<file path="config.mk">
export PLATFORM = sky130hd
export DESIGN_NAME = seven_seg_scanner
export DESIGN_NICKNAME = d
export VERILOG_FILES = /design/src/rtl/seven_seg_scanner.sv
export SDC_FILE = /design/constraint.sdc
export NUM_CORES = 1
export LEC_CHECK = 0
export ABC_CLOCK_PERIOD_IN_PS = 2900
export CORE_UTILIZATION = 55
export CTS_CLUSTER_SIZE = 8
export DETAILED_ROUTE_END_ITERATION = 16
export GPL_ROUTABILITY_DRIVEN = 0
export GPL_TIMING_DRIVEN = 0
export PLACE_DENSITY = 0.84
export SYNTH_ARGS = -nofsm -noshare
export SYNTH_HDL_FRONTEND = slang
export SYNTH_SLANG_ARGS = --single-unit
</file>
<file path="constraint.sdc">
create_clock -name i_clk -period 2.9 [get_ports i_clk]
set_input_delay 0.58 -clock i_clk [delete_from_list [all_inputs] [get_ports i_clk]]
set_output_delay 0.58 -clock i_clk [all_outputs]
set_load 0.005 [all_outputs]
</file>
<file path="src/rtl/seven_seg_scanner.sv">
// Multiplexed seven-segment scanner.
// A tick divider feeds a 16-step brightness phase; each full phase sweep is one
// digit slot, and NUM_DIGITS slots make a frame. New data is loaded into a
// shadow register at any time and copied to the display register at the frame
// wrap, so a frame never shows a mix of old and new digits.
module seven_seg_scanner #(
  parameter int NUM_DIGITS = 4,
  parameter int TICK_DIV   = 6250
) (
  input  logic                    i_clk,
  input  logic                    i_reset_n,
  input  logic [4*NUM_DIGITS-1:0] i_bin,
  input  logic [NUM_DIGITS-1:0]   i_dot,
  input  logic [NUM_DIGITS-1:0]   i_blank,
  input  logic                    i_load,
  input  logic                    i_lzb,
  input  logic [3:0]              i_bright,
  output logic [NUM_DIGITS-1:0]   o_seg_select,
  output logic [7:0]              o_hex,
  output logic                    o_frame
);

  localparam int TW = (TICK_DIV > 1) ? $clog2(TICK_DIV) : 1;
  localparam int IW = $clog2(NUM_DIGITS);

  logic [TW-1:0]           r_tick;
  logic [3:0]              r_phase;
  logic [IW-1:0]           r_idx;

  logic [4*NUM_DIGITS-1:0] r_sh_bin,   r_dp_bin;
  logic [NUM_DIGITS-1:0]   r_sh_dot,   r_dp_dot;
  logic [NUM_DIGITS-1:0]   r_sh_blank, r_dp_blank;

  logic [NUM_DIGITS-1:0]   r_sel;
  logic [7:0]              r_hex;
  logic                    r_frame;

  logic                    w_tick_wrap;
  logic                    w_slot_end;
  logic                    w_idx_last;
  logic                    w_idx_wrap;
  logic [NUM_DIGITS-1:0]   w_lzb;
  logic [3:0]              w_nib;
  logic                    w_anode_on;
  logic [NUM_DIGITS-1:0]   w_sel;
  logic [7:0]              w_hex;

  function automatic logic [6:0] f_dec(input logic [3:0] n);
    case (n)
      4'h0: f_dec = 7'h40;
      4'h1: f_dec = 7'h79;
      4'h2: f_dec = 7'h24;
      4'h3: f_dec = 7'h30;
      4'h4: f_dec = 7'h19;
      4'h5: f_dec = 7'h12;
      4'h6: f_dec = 7'h02;
      4'h7: f_dec = 7'h78;
      4'h8: f_dec = 7'h00;
      4'h9: f_dec = 7'h10;
      4'hA: f_dec = 7'h08;
      4'hB: f_dec = 7'h03;
      4'hC: f_dec = 7'h46;
      4'hD: f_dec = 7'h21;
      4'hE: f_dec = 7'h06;
      default: f_dec = 7'h0E;
    endcase
  endfunction

  assign w_tick_wrap = (r_tick == TW'(TICK_DIV - 1));
  assign w_slot_end  = w_tick_wrap && (r_phase == 4'hF);
  assign w_idx_last  = (r_idx == IW'(NUM_DIGITS - 1));
  assign w_idx_wrap  = w_slot_end && w_idx_last;

  // Tick / phase / digit-index counters; a slot ends when both inner counters wrap.
  always_ff @(posedge i_clk) begin
    if (!i_reset_n) begin
      r_tick  <= '0;
      r_phase <= '0;
      r_idx   <= '0;
    end else if (w_tick_wrap) begin
      r_tick  <= '0;
      r_phase <= r_phase + 4'd1;
      if (r_phase == 4'hF)
        r_idx <= w_idx_last ? '0 : r_idx + 1'b1;
    end else begin
      r_tick <= r_tick + 1'b1;
    end
  end

  // Shadow takes every load (last wins); display takes the pre-edge shadow at the frame wrap.
  always_ff @(posedge i_clk) begin
    if (!i_reset_n) begin
      r_sh_bin   <= '0;
      r_sh_dot   <= '0;
      r_sh_blank <= '0;
      r_dp_bin   <= '0;
      r_dp_dot   <= '0;
      r_dp_blank <= '0;
    end else begin
      if (i_load) begin
        r_sh_bin   <= i_bin;
        r_sh_dot   <= i_dot;
        r_sh_blank <= i_blank;
      end
      if (w_idx_wrap) begin
        r_dp_bin   <= r_sh_bin;
        r_dp_dot   <= r_sh_dot;
        r_dp_blank <= r_sh_blank;
      end
    end
  end

  // Leading-zero mask: walk down from the top digit while nibbles stay zero; digit 0 is exempt.
  always_comb begin
    logic zero_run;
    zero_run = 1'b1;
    w_lzb    = '0;
    for (int i = NUM_DIGITS - 1; i > 0; i--) begin
      zero_run = zero_run & (r_dp_bin[4*i +: 4] == 4'h0);
      w_lzb[i] = i_lzb & zero_run;
    end
  end

  // Next anode / segment pattern for the digit the counters currently point at.
  always_comb begin
    w_nib      = r_dp_bin[{r_idx, 2'b00} +: 4];
    w_anode_on = !r_dp_blank[r_idx] && (r_phase <= i_bright);
    w_sel      = '1;
    for (int i = 0; i < NUM_DIGITS; i++)
      if (w_anode_on && (r_idx == IW'(i)))
        w_sel[i] = 1'b0;
    w_hex      = {~r_dp_dot[r_idx], w_lzb[r_idx] ? 7'h7F : f_dec(w_nib)};
  end

  // Output register: anode and segments update on the same edge, one cycle behind the counters.
  always_ff @(posedge i_clk) begin
    if (!i_reset_n) begin
      r_sel   <= '1;
      r_hex   <= 8'hFF;
      r_frame <= 1'b0;
    end else begin
      r_sel   <= w_sel;
      r_hex   <= w_hex;
      r_frame <= w_idx_wrap;
    end
  end

  assign o_seg_select = r_sel;
  assign o_hex        = r_hex;
  assign o_frame      = r_frame;

endmodule

</file>
==> impl_metrics.toml <==
[job]
cap_viol_max_count = 0

[sta]
fin_tns_setup_ns = 0
rsz0062_at_grt = "no"
tightestPinTransition_ns = 0.774
hold_viol = 0
period_needed_ns = 2.46
fin_worst_skew_ns = 0.0102
setup_viol = 0
max_freq_mhz = 407
hold_slack_ns = 0.448
maxSlewViolCount = 0
final.period_utilization = 0.847
timing.slew.headroom = 0.484

[global_route]
grt_remaining_overflow = 0
grt_use_total = 0.229
antenna_found_initial = 0
grt_max_degree = 13
wire_length_of_the_first_global_routing_pass_um = 11600
via_count_of_the_first_global_routing_pass = 2612

[cts]
clock_insertion_delay_worst_skew_ns = 0.35
cts_buffers = 9
cts_setup_buffers = 0
htreeDepth = 3
cts_hold_repair.buffers = 0
cts.clk_slew.worst_paths_ns = 0.08
cts_tree = "built"
clock-sinks = 80
cts_repair_resize_count = 0
clock-root-buffer = "sky130_fd_sc_hd__clkbuf_8"
cts_buffer_depth = 2

[logic_synthesis]
synth.top_cells.by_count = "80 x sky130_fd_sc_hd__dfxtp_1, 50 x sky130_fd_sc_hd__nor2_1, 40 x sky130_fd_sc_hd__nand2_1, 28 x sky130_fd_sc_hd__mux2i_1"
synth.distinct_cells = 40
synth.avg_cell_area_um2 = 9.82
syn-num-nets = 412
ys_seq_elements = 80
synth.most_common_cell = "sky130_fd_sc_hd__dfxtp_1"
synth-warning-count = 0
ys_seq_area_frac = 0.449
synth-edff-count = 0
yosys_most_used_dff = "sky130_fd_sc_hd__dfxtp_1"
netlist_top_cells_area = "sky130_fd_sc_hd__dfxtp_1 45%, sky130_fd_sc_hd__mux2i_1 7.9%, sky130_fd_sc_hd__ha_1 6.0%, sky130_fd_sc_hd__nor2_1 5.3%, sky130_fd_sc_hd__a21oi_2 4.9%"
syn-cell-area_um2 = 3570
synth_area_leader = "sky130_fd_sc_hd__dfxtp_1"
ys_async_sr_fraction = 0
syn-instance-count = 363
synthDominantCellAreaShare = 0.449

[worst_setup_path]
worstPathRequired_ns = 3.11
critical-path-max-stage-delay_ns = 0.61
worst-r2r-cell-count = 7
worstReg2RegEnd = "o_hex[3]"
reg2reg_slack_ns = 0.44
setup.worst_path.end_class = "flop"
cp_cell_sequence = "buf_2 > mux4_2 > inv_1 > ha_1 > inv_1 > mux4_2 > nand2b_1"
cp.arrival_ns = 2.67
critical_path.reg2reg.startpoint = "r_idx[0]"
critical-path-slowest-cell = "sky130_fd_sc_hd__mux4_2"
worstSetupPathType = "reg -> reg"
critPathLaunchType = "flop"
crit_path_max_fanout = 10

[route]
drtIter0Drc = 129
finalWirelength_um = 6920
post-route-drc-count = 0
via_per_inst = 5.34
vias = 2654
final_antenna_net_count = 0
drt-wirelength-per-cell_um = 13.9
firstDrtPassIters = 4

[pwr]
power.leakage_nw = 1.64
p_total_mw = 2.22
irDropWorstVdd_v = 0.000336
power_density_nw_per_um2 = 514

[finish]
area_growth_pct = 21.2
layout-drive-gt1-share = 0.173
filler_cell_count = 471
fin_nets = 466
final_core_utilization = 0.709
antenna-diode-count = 0

[worst_hold_path]
worst_hold_path.endpoint = "r_dp_dot[2]"
worstHoldPathCells = 2
worstHoldPathType = "reg -> reg"
worstHoldStart = "r_sh_dot[2]"

[die]
initial_core_util = 0.585
floorplan.die.width_um = 82.5
die_area_um2 = 6810
fp.dieH_um = 82.5
std_cell_rows = 28
count_of_boundary_i_o_pins = 45
design.core.area_um2 = 6100

[placed_design]
port-buffer-count = 43
place_hpwl_um = 5010

[run_status]
status = "finished, final reports clean"
[worst max-delay path: cells and delay by family, from the launching register on]
| kind | cells | cell delay (ns) |
|---|---|---|
| buffers and inverters | 3 | 0.53 |
| DFF | 1 | 0.43 |
| muxes | 2 | 1.04 |
| adders and majority gates | 1 | 0.18 |
| and+or+nand+nor | 1 | 0.15 |
[registers in the layout (all words and copies together), names as in the netlist, 4 cells and up]
name and cells:
r_phase 4, r_dp_bin 16, r_sh_bin 16, r_dp_dot 4, o_hex 8, r_sh_blank 4
r_tick 13, r_dp_blank 4, r_sh_dot 4, o_seg_select 4
[cells by family after synthesis]
family	count (synthesis)	share of synthesized area
AOI/OAI and AO/OA	44	0.0895
muxes	35	0.123
adders and majority gates	17	0.0596
DFF	80	0.449
xor gates and xnor gates	12	0.0295
and+or+nand+nor	143	0.193
buffers and inverters	32	0.0568
[area by class of cell]
class	instances	area [um^2]	share of cell area
clock inverters	2	60.1	0.0139
plain buffers	19	154	0.0356
clock buffers	14	173	0.0399
inverters	13	48.8	0.0113
repair buffers	43	430	0.0996
multi-input cells	251	1760	0.408
flip-flops and latches	80	1600	0.370
well taps	75	93.8	0.0217
[report_power, final]
group | switching (mW) | total (mW) | internal (mW)
clock network | 0.383 | 0.940 | 0.557
logic | 0.0584 | 0.138 | 0.0792
registers | 0.0184 | 1.15 | 1.13
total | 0.460 | 2.22 | 1.76
[routing by layer]
metal,global-route usage,vias up,part of all wire
met1,0.275,1252,0.45
met3,0.0582,18,0.038
li1,-,1329,-
met5,0,-,0
met4,0.102,0,0.025
met2,0.388,55,0.48
[cells in the final DEF (no fill, tap or decap), types with 2 or more instances in the layout]
cell type                         instances
sky130_fd_sc_hd__a21oi_2                 20
sky130_fd_sc_hd__o21ai_0                  6
sky130_fd_sc_hd__mux4_2                   7
sky130_fd_sc_hd__clkbuf_1                 9
sky130_fd_sc_hd__o211ai_1                 4
sky130_fd_sc_hd__nand2_2                 20
sky130_fd_sc_hd__inv_1                   13
sky130_fd_sc_hd__xnor2_1                  4
sky130_fd_sc_hd__o21a_1                   2
sky130_fd_sc_hd__dfxtp_1                 80
sky130_fd_sc_hd__nand2b_1                 3
sky130_fd_sc_hd__xor2_1                   8
sky130_fd_sc_hd__ha_1                    17
sky130_fd_sc_hd__o221ai_1                 2
sky130_fd_sc_hd__buf_1                    2
sky130_fd_sc_hd__nand3_1                 11
sky130_fd_sc_hd__mux2i_1                 28
sky130_fd_sc_hd__nor4_1                   3
sky130_fd_sc_hd__and3_1                   2
sky130_fd_sc_hd__nand4_1                  4
sky130_fd_sc_hd__nor2_1                  50
sky130_fd_sc_hd__clkbuf_8                12
sky130_fd_sc_hd__buf_6                    3
sky130_fd_sc_hd__buf_12                   2
sky130_fd_sc_hd__clkdlybuf4s50_1         43
sky130_fd_sc_hd__a21oi_1                  9
sky130_fd_sc_hd__bufinv_16                2
sky130_fd_sc_hd__or3_1                    2
sky130_fd_sc_hd__nand2_1                 40
[worst max-delay path by stage]
stage                     cells after the start         from               to
after floorplan                               7     r_idx[0]         o_hex[3]
after global placement                        8  i_bright[1]  o_seg_select[3]
after detailed placement                      8  i_bright[1]  o_seg_select[0]
after CTS                                     7     r_idx[0]         o_hex[3]
after global routing                          7     r_idx[0]         o_hex[3]
final                                         7     r_idx[0]         o_hex[3]
[metrics by stage]
step / setup WS, ns / std cells / area, um^2
6_report: 0.443 / 497 / 4320
4_1_cts: 0.452 / 497 / 4320
3_3_place_gp: 0.376 / 481 / 4090
3_5_place_dp: 0.339 / 481 / 4090
5_1_grt: 0.338 / 497 / 4320
2_1_floorplan: 0.699 / 363 / 3570
(Power assumes the default switching activity.)
